`config.mk`:
```
export PLATFORM = sky130hd
export DESIGN_NAME = seg_scan_driver
export DESIGN_NICKNAME = d
export VERILOG_FILES = /design/src/rtl/seg_scan_pkg.sv /design/src/rtl/seg_scan_driver_decode.sv /design/src/rtl/seg_scan_driver.sv
export SDC_FILE = /design/constraint.sdc
export NUM_CORES = 1
export LEC_CHECK = 0
export ABC_CLOCK_PERIOD_IN_PS = 2600
export CAP_MARGIN = 20
export CORE_ASPECT_RATIO = 1.2
export CORE_UTILIZATION = 45
export CTS_BUF_LIST = sky130_fd_sc_hd__clkbuf_16
export DETAILED_ROUTE_END_ITERATION = 7
export PLACE_DENSITY = 0.72
export SYNTH_ARGS = -nofsm -noshare
export SYNTH_HDL_FRONTEND = slang
export SYNTH_SLANG_ARGS = --single-unit
export TNS_END_PERCENT = 50
```
`constraint.sdc`:
```
create_clock -name clk -period 2.6 [get_ports clk]
set_clock_uncertainty 0.15 [all_clocks]
set_input_delay 0.78 -clock clk [delete_from_list [all_inputs] [get_ports clk]]
set_output_delay 0.78 -clock clk [all_outputs]
set_load 0.01 [all_outputs]
```
`src/rtl/seg_scan_pkg.sv`:
```
// Shared types and constants for the seven-segment scan driver.
// Optional feature macro: SEG_SCAN_PWM_EN (adds per-slot anode PWM dimming).
package seg_scan_pkg;

  typedef enum logic [1:0] {
    IDLE  = 2'd0,
    BLANK = 2'd1,
    SHOW  = 2'd2
  } state_e;

  // Formatter text codes.
  localparam logic [7:0] CODE_S     = 8'h0A;
  localparam logic [7:0] CODE_R     = 8'h0B;
  localparam logic [7:0] CODE_C     = 8'h0C;
  localparam logic [7:0] CODE_E     = 8'h0E;
  localparam logic [7:0] CODE_DASH  = 8'hFE;
  localparam logic [7:0] CODE_BLANK = 8'hFF;

  // Active-low cathode patterns, bit order {g,f,e,d,c,b,a}.
  localparam logic [6:0] SEG_0    = 7'h40;
  localparam logic [6:0] SEG_1    = 7'h79;
  localparam logic [6:0] SEG_2    = 7'h24;
  localparam logic [6:0] SEG_3    = 7'h30;
  localparam logic [6:0] SEG_4    = 7'h19;
  localparam logic [6:0] SEG_5    = 7'h12;
  localparam logic [6:0] SEG_6    = 7'h02;
  localparam logic [6:0] SEG_7    = 7'h78;
  localparam logic [6:0] SEG_8    = 7'h00;
  localparam logic [6:0] SEG_9    = 7'h10;
  localparam logic [6:0] SEG_S    = 7'h12;
  localparam logic [6:0] SEG_R    = 7'h2F;
  localparam logic [6:0] SEG_C    = 7'h46;
  localparam logic [6:0] SEG_E    = 7'h06;
  localparam logic [6:0] SEG_DASH = 7'h3F;
  localparam logic [6:0] SEG_OFF  = 7'h7F;

  localparam logic [7:0] ALL_AN_OFF = 8'hFF;

  // One-hot-low anode vector for a digit index.
  function automatic logic [7:0] an_onehot(input logic [2:0] sel);
    return ~(8'h01 << sel);
  endfunction

endpackage

```
`src/rtl/seg_scan_driver_decode.sv`:
```
// Combinational digit-code to active-low segment pattern decoder.
// Optional feature macro: SEG_SCAN_PWM_EN (no effect on this block).
module seg_decode
  import seg_scan_pkg::*;
(
  input  logic [7:0] digit_code,
  output logic [6:0] seg_pattern
);

  // Map each formatter code to its cathode pattern; unknown codes stay dark.
  always_comb begin
    // NOTE: every path assigns seg_pattern (default arm below), so no latch is inferred.
    unique case (digit_code)
      8'h00:      seg_pattern = SEG_0;
      8'h01:      seg_pattern = SEG_1;
      8'h02:      seg_pattern = SEG_2;
      8'h03:      seg_pattern = SEG_3;
      8'h04:      seg_pattern = SEG_4;
      8'h05:      seg_pattern = SEG_5;
      8'h06:      seg_pattern = SEG_6;
      8'h07:      seg_pattern = SEG_7;
      8'h08:      seg_pattern = SEG_8;
      8'h09:      seg_pattern = SEG_9;
      CODE_S:     seg_pattern = SEG_S;
      CODE_R:     seg_pattern = SEG_R;
      CODE_C:     seg_pattern = SEG_C;
      CODE_E:     seg_pattern = SEG_E;
      CODE_DASH:  seg_pattern = SEG_DASH;
      CODE_BLANK: seg_pattern = SEG_OFF;
      default:    seg_pattern = SEG_OFF;
    endcase
  end

endmodule

```
`src/rtl/seg_scan_driver.sv`:
```
// Time-multiplexed 8-digit common-anode seven-segment scan driver.
// Each slot is BLANK_CYCLES dark cycles followed by the lit digit; all outputs
// are registered. Optional feature macro: SEG_SCAN_PWM_EN adds a brightness
// input that shortens the lit portion of each slot.
module seg_scan_driver
  import seg_scan_pkg::*;
#(
  parameter int TICK_DIV     = 100000,
  parameter int BLANK_CYCLES = 1000
) (
  input  logic       clk,
  input  logic       rst_n,
  input  logic       enable,
`ifdef SEG_SCAN_PWM_EN
  input  logic [1:0] brightness,
`endif
  input  logic [7:0] digit_code,
  output logic [2:0] digit_sel,
  output logic [7:0] an,
  output logic [6:0] seg,
  output logic       frame_done
);

  localparam int CNT_W = $clog2(TICK_DIV);
  localparam logic [CNT_W-1:0] CNT_LAST       = CNT_W'(TICK_DIV - 1);
  localparam logic [CNT_W-1:0] CNT_BLANK_LAST = CNT_W'(BLANK_CYCLES - 1);
`ifdef SEG_SCAN_PWM_EN
  localparam int SHOW_LEN = TICK_DIV - BLANK_CYCLES;
`endif

  state_e           state_q, state_d;
  logic [CNT_W-1:0] cnt_q, cnt_d;
  logic [2:0]       sel_q, sel_d;
  logic [6:0]       seg_q, seg_d;
  logic [7:0]       an_q, an_d;
  logic             frame_done_q, frame_done_d;
  logic             lit;
  logic [6:0]       seg_pattern;

  seg_decode u_decode (
    .digit_code  (digit_code),
    .seg_pattern (seg_pattern)
  );

`ifdef SEG_SCAN_PWM_EN
  logic [1:0] bright_q, bright_d;
  int         lit_len;

  // Brightness is latched at the BLANK->SHOW edge and sets the lit window length.
  always_comb begin
    bright_d = bright_q;
    if (state_q == BLANK && state_d == SHOW) bright_d = brightness;
    lit_len = ((int'(bright_d) + 1) * SHOW_LEN) / 4;
    lit     = (state_d == SHOW) && (int'(cnt_d) < BLANK_CYCLES + lit_len);
  end

  // Brightness sample register.
  always_ff @(posedge clk or negedge rst_n) begin
    if (!rst_n) bright_q <= 2'd0;
    else        bright_q <= bright_d;
  end
`else
  // Anodes are driven for the whole SHOW phase.
  always_comb lit = (state_d == SHOW);
`endif

  // Next-state logic: slot counter, digit index, captured pattern and frame strobe.
  always_comb begin
    state_d = state_q;
    cnt_d   = cnt_q;
    sel_d   = sel_q;
    seg_d   = seg_q;
    if (!enable) begin
      state_d = IDLE;
      cnt_d   = '0;
      sel_d   = 3'd0;
      seg_d   = SEG_OFF;
    end else begin
      unique case (state_q)
        IDLE: begin
          state_d = BLANK;
          cnt_d   = '0;
          sel_d   = 3'd0;
          seg_d   = SEG_OFF;
        end
        BLANK: begin
          cnt_d = cnt_q + CNT_W'(1);
          if (cnt_q == CNT_BLANK_LAST) begin
            // Formatter output has settled; capture it for the whole SHOW phase.
            state_d = SHOW;
            seg_d   = seg_pattern;
          end
        end
        SHOW: begin
          if (cnt_q == CNT_LAST) begin
            state_d = BLANK;
            cnt_d   = '0;
            sel_d   = sel_q + 3'd1;
            seg_d   = SEG_OFF;
          end else begin
            cnt_d = cnt_q + CNT_W'(1);
          end
        end
        default: begin
          state_d = IDLE;
          cnt_d   = '0;
          sel_d   = 3'd0;
          seg_d   = SEG_OFF;
        end
      endcase
    end
    // Registered strobe: high while the next cycle is the final cycle of slot 7.
    frame_done_d = (state_d == SHOW) && (sel_d == 3'd7) && (cnt_d == CNT_LAST);
    an_d         = lit ? an_onehot(sel_d) : ALL_AN_OFF;
  end

  // State and output registers.
  always_ff @(posedge clk or negedge rst_n) begin
    // NOTE: non-blocking assignments keep every flop updating from pre-edge values.
    if (!rst_n) begin
      state_q      <= IDLE;
      cnt_q        <= '0;
      sel_q        <= 3'd0;
      seg_q        <= SEG_OFF;
      an_q         <= ALL_AN_OFF;
      frame_done_q <= 1'b0;
    end else begin
      state_q      <= state_d;
      cnt_q        <= cnt_d;
      sel_q        <= sel_d;
      seg_q        <= seg_d;
      an_q         <= an_d;
      frame_done_q <= frame_done_d;
    end
  end

  assign digit_sel  = sel_q;
  assign an         = an_q;
  assign seg        = seg_q;
  assign frame_done = frame_done_q;

endmodule
```
Word-level counts from Yosys, hierarchy flattened. Index checks and enable logic that the tools add are counted.

Bits in registers: 38. Bits in latches: 0. Memory bits (writable): 0. ROM bits: 0. Input port bits: 11. Output and inout bits: 19. Logic and storage cells: 55. Memories kept: 0.

$add $sub $neg: 2. $mul: 0. Div/mod/pow operators: 0. Magnitude comparators: 0. Eq/ne operators: 23. Shift-type cells: 1. Muxes and demuxes: 16. Bitwise logic cells: 1. Reductions and logical operators: 6.

Operator list (number): case mux 7 bit (14 select lines) (1); equality test 8 x 4 -> 1 bit (second input constant) (6); equality test 17 bit (second input constant) (2); 2-to-1 mux 17 bit (2); case mux 17 bit (2 select lines) (1); equality test 8 x 3 -> 1 bit (second input constant) (4); 2-to-1 mux 7 bit (3); adder 17 x 1 -> 17 bit (second input constant) (1); equality test 17 x 10 -> 1 bit (second input constant) (1); equality test 8 x 2 -> 1 bit (second input constant) (2); case mux 7 bit (2 select lines) (1); equality test 8 x 1 -> 1 bit (second input constant) (1); equality test 8 bit (second input constant) (1); logical NOT 8 bit (1); 2-to-1 mux 8 bit (1); NOT 8 bit (1); << shifter 1 x 3 -> 8 bit (first input constant) (1); 2-to-1 mux 2 bit (3); 2-to-1 mux 3 bit (2); inequality test 3 bit (second input constant) (2); case mux 2 bit (3 select lines) (1); case mux 3 bit (2 select lines) (1); equality test 2 bit (second input constant) (2); adder 3 x 1 -> 3 bit (second input constant) (1); other kinds (6) (7).

Depth between registers and ports, before layout.
Depth after elaboration: 7. Depth in mapped cells: 10. Gate-level depth less buffers: 9.

Modules after synthesis. A second synthesis with hierarchy kept.

Cell total of the unflattened synthesis: 240. Area, all modules: 2258.4 um2.

Modules (own cells, without submodules): seg_scan_driver (times used 1, cells an instance 197, area each 2001.9 um2, seq. area each 969.7 um2); seg_decode (times used 1, cells an instance 43, area each 256.5 um2, seq. area each 0.0 um2).

Worst setup path before layout. Ideal clock, no wire load.

Path type: register -> register. Start point: register cnt_q[12]. End point: register seg_q[0], in the netlist seg[0]. Setup time: 82 ps. Data arrival time: 2338 ps. Required time: 2368 ps. Setup slack: 30 ps. Stages on the path, launching flop included: 9. Path buffers: 2. Period minus slack after synthesis: 2570 ps. Path through: dfrtp_1 or4_4 or3_1 or2_0 buf_2 a22oi_1 nor2b_1 buf_4 mux2_4.

Cells in the longest elaborated chain, start to end: 3. Elaborated cells between the ends (all ways): 5. Those cells by class: eq/ne (4); reduce/logical (1).

RTL lines: from (decl) (RTL line seg_scan_driver.sv:32) `logic [CNT_W-1:0] cnt_q, cnt_d;`; from (signal assigned) (RTL line seg_scan_driver.sv:129) `cnt_q <= cnt_d;`; equality test 17 bit or equality test 17 x 10 -> 1 bit (tied branches) (RTL line seg_scan_driver.sv:95, seg_scan_driver.sv:88); inequality test 3 bit (no source line); AND reduction 2 bit (no source line) (*); to (signal assigned) (RTL line seg_scan_driver.sv:131) `seg_q <= seg_d;`; to (decl) (RTL line seg_scan_driver.sv:34) `logic [6:0] seg_q, seg_d;`.

Every way passes the cells marked *; elsewhere a longest branch is shown, timed or not. A chain may end at the register's enable or synchronous reset.

Final worst setup path.
Start point: register cnt_q[3]. End point: register an_q[0], in the netlist an[0].

Cells in the longest elaborated chain, start to end: 7. Elaborated cells between the ends (all ways): 13. Those cells by class: eq/ne (3); shift (1); mux (8); bitwise (1).

RTL lines: equality test 17 bit (RTL line seg_scan_driver.sv:95) `if (cnt_q == CNT_LAST) begin`; 2-to-1 mux 3 bit (RTL line seg_scan_driver.sv:95); case mux 3 bit (2 select lines) (RTL line seg_scan_driver.sv:79) `unique case (state_q)`; 2-to-1 mux 3 bit (RTL line seg_scan_driver.sv:73) `if (!enable) begin`; << shifter 1 x 3 -> 8 bit (RTL line seg_scan_pkg.sv:41) `return ~(8'h01 << sel);`; NOT 8 bit (RTL line seg_scan_pkg.sv:41); 2-to-1 mux 8 bit (*) (RTL line seg_scan_driver.sv:114) `an_d = lit ? an_onehot(sel_d) : ALL_AN_OFF;`; via an_d[0] (RTL line seg_scan_driver.sv:35) `logic [7:0] an_q, an_d;`; to (signal assigned) (RTL line seg_scan_driver.sv:132) `an_q <= an_d;`; to (decl) (RTL line seg_scan_driver.sv:35).

Mark *: on every way through the listed nets, which the timed path passes. The rest lies on a longest branch.

==> out/results.txt <==
period utilization: 1.01
Place WS: -0.0962 ns
cell taking the most area after synthesis: dfrtp_1
worst path arrival time: 2.68 ns
placed inst area: 0.00287 sq mm
Synth async-reset ratio: 1.00
post-synthesis register bit count: 38
final setup fails: 1
Clock Tree Root: clkbuf_16
clock-pin slew on the worst setup and hold paths: 0.05 ns
PortBufs: 29
DRC: 0
CTS tree: done
final WL: 5510 microns
die area: 0.00541 sq mm
DRT Pass-1 Iters: 4
Iter 0 DRT Violations: 202
most numerous cell in the Yosys netlist: nor2_1
GRT Total Usage: 0.217
Post-synth EDFFs: 0
failing checks: setup timing
CP Launch Type: flip-flop
Hold/Removal Path Class: reg -> reg
Clock Sinks: 38
Worst path slowest cell: or4_4
max_slew headroom: 0.454
PwrDens: 411 mW/mm^2
CTS Hold Bufs: 0
post-synthesis sequential area ratio: 0.421
Synth top area share: 0.250
largest fanout on the critical path: 3
Die Ht: 80.4 microns
worst-path cell chain: or4_1 -> or4_4 -> a31oi_2 -> o21ai_2 -> or2_1 -> or3_1
Worst Setup End Kind: flip-flop
# nets final: 324
part of the power in registers: 0.472
sw power: 279 uW
Synth Net Count: 266
RSZ-0062 raised after global routing: true
vias per cell: 5.62
Synth Instances: 249
crit path time final: 2.63 ns
num ports: 30
Avg Cell Area, Syn: 9.25 sq um
clk_lat worst skew: 0.28 ns
Max Cap Violations: 0
Num CTS Buffers: 5
Post-synth top cells: 29 x nor2_1, 23 x dfrtp_1, 18 x nand2_1, 15 x dfstp_2
average routed wire per standard cell: 15.0 microns
Sw Ratio: 0.220
hpwl dp: 3930 microns
routability cong.: 0.935
Starting Density: 0.466
final instance area: 0.00309 sq mm
worst setup margin: -0.0297 ns
cell area after synthesis: 0.00230 sq mm
CP required: 2.65 ns
part of the power in the clock network: 0.441
worst hold margin: 0.415 ns
Fmax achieved: 0.380 GHz
initial antenna violation count: 0
leakage: 1.26 nW
Ant. Diodes: 0
first-pass GRT wire length: 8860 microns
max-slew violations: 0
part of the power in combinational logic: 0.086
Vias: 2069
worst-margin pin slew: 0.819 ns
area grow syn2layout: 34.2%
post-synthesis cell type count: 48
vias in the first global route: 1973
yosys warns: 0
synth top area cells: dfrtp_1 25%, dfstp_2 17%, nor2_1 4.7%, mux2_4 4.6%, xnor2_1 4.6%
row count: 28
post-route ant nets: 0
peak per-stage delay on the critical path: 0.58 ns
core area: 0.00494 sq mm
die span in x: 67.3 microns
final hold violations: 0
Clock Path Buffers: 2
largest net degree at the start of global routing: 39
Pint: 991 uW
final global-route overflow total: 0
share of layout cells above drive strength 1: 0.269
Setup CP Type: reg -> reg
dominant synthesized flop cell: dfrtp_1
H-Tree Depth: 2
Max VDD drop: 0.281 mV
outcome: complete, but fails checks
-- worst max-delay path: cells and delay by family, from the launching register on --
family / cells / cell delay, ns
and+or+nand+nor: 4 / 1.70
DFF: 1 / 0.39
AOI/OAI and AO/OA: 2 / 0.31
-- worst paths after layout --
| kind | start | to | slack [ns] | cells past startpoint |
|---|---|---|---|---|
| setup reg to reg | cnt_q[3] | an[0] | -0.03 | 6 |
| hold / removal | cnt_q[0] | cnt_q[0] | 0.42 | 2 |
| setup / recovery | cnt_q[3] | an[0] | -0.03 | 6 |
| min in group asynchronous | rst_n | digit_sel[0] | 0.45 | 1 |
| max in group asynchronous | rst_n | cnt_q[16] | 1.34 | 1 |
| hold reg to reg | cnt_q[0] | cnt_q[0] | 0.42 | 2 |
-- layout by cell type (no fill, tap or decap), types with 7 or more instances in the layout --
master and count:
dfrtp_1 23, inv_1 10, xnor2_1 12, buf_4 37
xor2_1 9, a21oi_1 8, nor3_1 9, clkdlybuf4s50_1 28
dfstp_2 15, mux2_4 7, nand3_1 13, nand2_1 18
o21ai_0 9, nand4_1 8, nor2_1 28
-- cell type report --
class / count / area (sq um)
clock buffers: 5 / 125
repair buffers: 67 / 574
flip-flops and latches: 38 / 970
inverters: 8 / 30.0
clock inverters: 3 / 11.3
fillers: 403 / 1850
multi-input cells: 187 / 1310
well taps: 60 / 75.1
-- metrics by stage --
stage	total power, mW	util	TNS, ns	std cells
2_1_floorplan	0.664	-	0	249
5_1_grt	1.31	0.626	-0.166	368
6_report	1.27	0.626	-0.0297	368
4_1_cts	1.27	0.614	-0.00241	367
3_3_place_gp	0.713	0.581	-0.238	358
3_5_place_dp	0.714	0.581	-0.467	358
-- flip-flops by register name (all words and copies together) (netlist names) --
register / flops
digit_sel: 3
an: 8
frame_done: 1
cnt_q: 17
state_q: 2
seg: 7
-- metal layers --
| metal | vias up | global-route usage | wire (microns) |
|---|---|---|---|
| met2 | 50 | 0.387 | 2890 |
| met4 | 0 | 0.0872 | 121 |
| met5 | - | 0 | 0 |
| li1 | 1003 | - | - |
| met3 | 11 | 0.0298 | 184 |
| met1 | 1005 | 0.255 | 2320 |
-- power groups by stage --
stage	logic (mW)	registers [mW]	clock network, mW
finish	0.110	0.600	0.560
global route	0.122	0.600	0.589
CTS	0.106	0.599	0.569
detailed placement	0.105	0.609	0
global placement	0.104	0.609	0
floorplan	0.0548	0.609	0
-- kinds of logic (layout without fill, tap and decap cells) --
| group | after synthesis | count (layout) | share of synthesized area |
|---|---|---|---|
| mux | 8 | 8 | 0.0500 |
| xor+xnor | 21 | 21 | 0.0799 |
| fa+ha+maj | 6 | 6 | 0.0326 |
| simple gates | 111 | 111 | 0.253 |
| buf+inv | 24 | 83 | 0.0413 |
| compound gates | 41 | 41 | 0.122 |
| flops | 38 | 38 | 0.421 |
-- timing repair --
item | in CTS | in global routing
setup buffers | 1 | 1
endpoints found under the setup margin | 5 | 16
resized for setup | 3 | 11
endpoints found under the hold margin | 0 | 0
pin swaps | 4 | 2
cloned | 0 | 0
No activity file was read; power rests on OpenSTA's default activity.
==> edit, RTL diff (config.mk and constraints unchanged) <==
Remove the register `an_q`: a continuous assignment takes its place, so the output `an` follows one clock earlier.
--- a/src/rtl/seg_scan_driver.sv
+++ b/src/rtl/seg_scan_driver.sv
@@ -122,17 +122,17 @@
       cnt_q        <= '0;
       sel_q        <= 3'd0;
       seg_q        <= SEG_OFF;
-      an_q         <= ALL_AN_OFF;
       frame_done_q <= 1'b0;
     end else begin
       state_q      <= state_d;
       cnt_q        <= cnt_d;
       sel_q        <= sel_d;
       seg_q        <= seg_d;
-      an_q         <= an_d;
       frame_done_q <= frame_done_d;
     end
   end
+
+  assign an_q = an_d;
 
   assign digit_sel  = sel_q;
   assign an         = an_q;
Check against the original RTL: no difference found for any inputs over 10 cycles, from zero or initial values and one cycle with rst_n low; that may be too few to reach the edited logic, so the function may still have changed.
==> edit against the unedited design <==
- the flow still finishes with violations (setup timing)
- power is 11% lower
- routed wire length up 13%
- global-route usage grew 3.6 points
- worst setup slack worse by 1100 ps
- register-to-register slack lost 110 ps
- via count rose by 5.1%
- synthesized area is 9.1% lower
- final area up 2.5%
- worst hold slack got worse by 5.3 ps
- core utilization up 10 points
- sequential cell count decreased by 8
- highest routed layer unchanged
==> edit: results (changes against the unedited design) <==
----------------------------------------------------
[Run status]
  Run status ... finished with violations (unchanged)
  Failing checks ... setup timing (unchanged)

[Routing]
  Wirelength per Cell ... 16.0 µm (was 15.0 µm)
  M1 wire length ... 2620 µm (was 2320 µm)
  Detailed-routed wire length on met2 ... 3320 µm (was 2890 µm)
  Starting DRC count in detailed routing ... 106 (was 202)
  Drt via density ... 5.59 (was 5.62)
  Routed length on met3 ... 180 µm (was 184 µm)

[Final layout]
  Fill cell instance count of the final layout ... 318 (was 403)
  Cell Count, Final, Fillers Out ... 389 (was 368)
  Fraction of final layout cells sized beyond drive strength 1 ... 36.9% (was 26.9%)
  NumNets Final ... 349 (was 324)
  Number of antenna diodes ... 0 (unchanged)

[Global route]
  Vias in the first global route ... 2157 (was 1973)
  Maximum number of pins on one net before global-route repair ... 31 (was 39)
  First-pass GRT wire length ... 9880 µm (was 8860 µm)

[STA]
  Transition time at the pin with the least slew margin ... 542 ps (was 819 ps)
  Final worst slack ... -1140 ps (was -29.7 ps)
  Count of final setup violators ... 9 (was 1)

[Power]
  Leak Pwr ... 1.35 nW (was 1.26 nW)
  Cell-internal power ... 0.000874 W (was 0.000991 W)
  Worst VDD drop ... 0.299 mV (was 0.281 mV)

[Synth]
  Synth area leaders ... sky130_fd_sc_hd__dfrtp_1 28%, sky130_fd_sc_hd__dfstp_2 8.8%, sky130_fd_sc_hd__nor2_1 5.2%, sky130_fd_sc_hd__mux2_4 5.0%, sky130_fd_sc_hd__xnor2_1 5.0% (was sky130_fd_sc_hd__dfrtp_1 25%, sky130_fd_sc_hd__dfstp_2 17%, sky130_fd_sc_hd__nor2_1 4.7%, sky130_fd_sc_hd__mux2_4 4.6%, sky130_fd_sc_hd__xnor2_1 4.6%)
  Fraction of the yosys area taken by sequential cells ... 36.3% (was 42.1%)
  Synth Area in XOR/XNOR ... 8.79% (was 7.99%)
  Average footprint of a synthesized cell ... 8.68 µm² (was 9.25 µm²)
  Synth Net Count ... 258 (was 266)
  Share of the synthesized area in compound gates (AO/OA/AOI/OAI) ... 13.5% (was 12.2%)
  Multiplexer share of the synthesized area ... 5.50% (was 5.00%)

[Worst setup path]
  Crit path arrival time ... 2810 ps (was 2680 ps)
  R2r worst-path depth ... 10 (was 6)
  Maximum fanout along the worst path ... 4 (was 3)

[Placed design]
  Placement Cell Area ... 2860 µm² (was 2870 µm²)
  Placed cell count ... 372 (was 358)
  Final RePlAce weighted congestion ... 0.900 (was 0.935)
  Post-Place Worst Slack ... -1200 ps (was -96.2 ps)
  Detail Placement HPWL ... 4280 µm (was 3930 µm)

----------------------------------------------------
edit: cell types whose count changed in the layout (fill, tap and decap cells not counted), sizes merged:
cell / before / now
buf: 39 / 78
dfstp: 15 / 7
clkdlybuf4s50: 28 / 21
clkbuf: 5 / 6
clkinv: 1 / 2
inv: 10 / 9
edit: tightest hold or removal path: stages, from the launching register on:
cell	delay, ps
sky130_fd_sc_hd__dfrtp_1	340
sky130_fd_sc_hd__buf_4	130
sky130_fd_sc_hd__nor2_1	50
edit: power by group through the flow:
stage | combinational, W | clock [W] | sequential [W]
global placement | 0.000111 | 0 | 0.000481
floorplan | 0.0000552 | 0 | 0.000482
finish | 0.000123 | 0.000539 | 0.000474
detailed placement | 0.000113 | 0 | 0.000481
CTS | 0.000122 | 0.000547 | 0.000474
global route | 0.000134 | 0.000567 | 0.000474
edit: through the flow:
stage,utilization [%],setup TNS [ps]
after global routing,72.6,-9380
after global placement,65.7,-10120
final,72.6,-8250
after floorplan,-,-4510
after CTS,70.8,-7970
after detailed placement,65.7,-10720
edit: routing by layer:
metal	track usage [%]	up-vias
met1	30.8	1069
met5	0	-
met4	10.7	0
met3	5.65	14
met2	42.5	51
li1	-	1040
edit: timing repair:
action                                  in CTS  in global routing
gates cloned                                 0                  0
buffers inserted                             5                  4
gates resized for setup                     41                 17
endpoints found under the setup margin      16                 30
hold buffers                                 0                  0
pin swaps                                   12                  9
edit: cell type report:
class / count / area [µm²] / share of cell area [%]
Tap cell: 56 / 70.1 / 2.21
Multi-Input combinational cell: 187 / 1360 / 42.9
Clock buffer: 5 / 125 / 3.95
Sequential cell: 30 / 759 / 24.0
Clock inverter: 3 / 12.5 / 0.395
Inverter: 8 / 30.0 / 0.948
Timing Repair Buffer: 100 / 811 / 25.6
edit: kinds of logic (layout without fill, tap and decap cells):
logic type	after synthesis	in the layout
buffers and inverters	24	116
and+or+nand+nor	111	111
AOI/OAI and AO/OA	41	41
DFF	30	30
muxes	8	8
xor gates and xnor gates	21	21
adders and majority gates	6	6
edit: final timing paths:
check / from / to / slack [ps]
max in group asynchronous: rst_n / seg[5] / 1230
worst max register to register: cnt_q[11] / frame_done / -140
worst max-delay path: cnt_q[3] / an[0] / -1140
worst min-delay path: cnt_q[0] / cnt_q[0] / 410
worst min register to register: cnt_q[0] / cnt_q[0] / 410
min in group asynchronous: rst_n / cnt_q[8] / 750
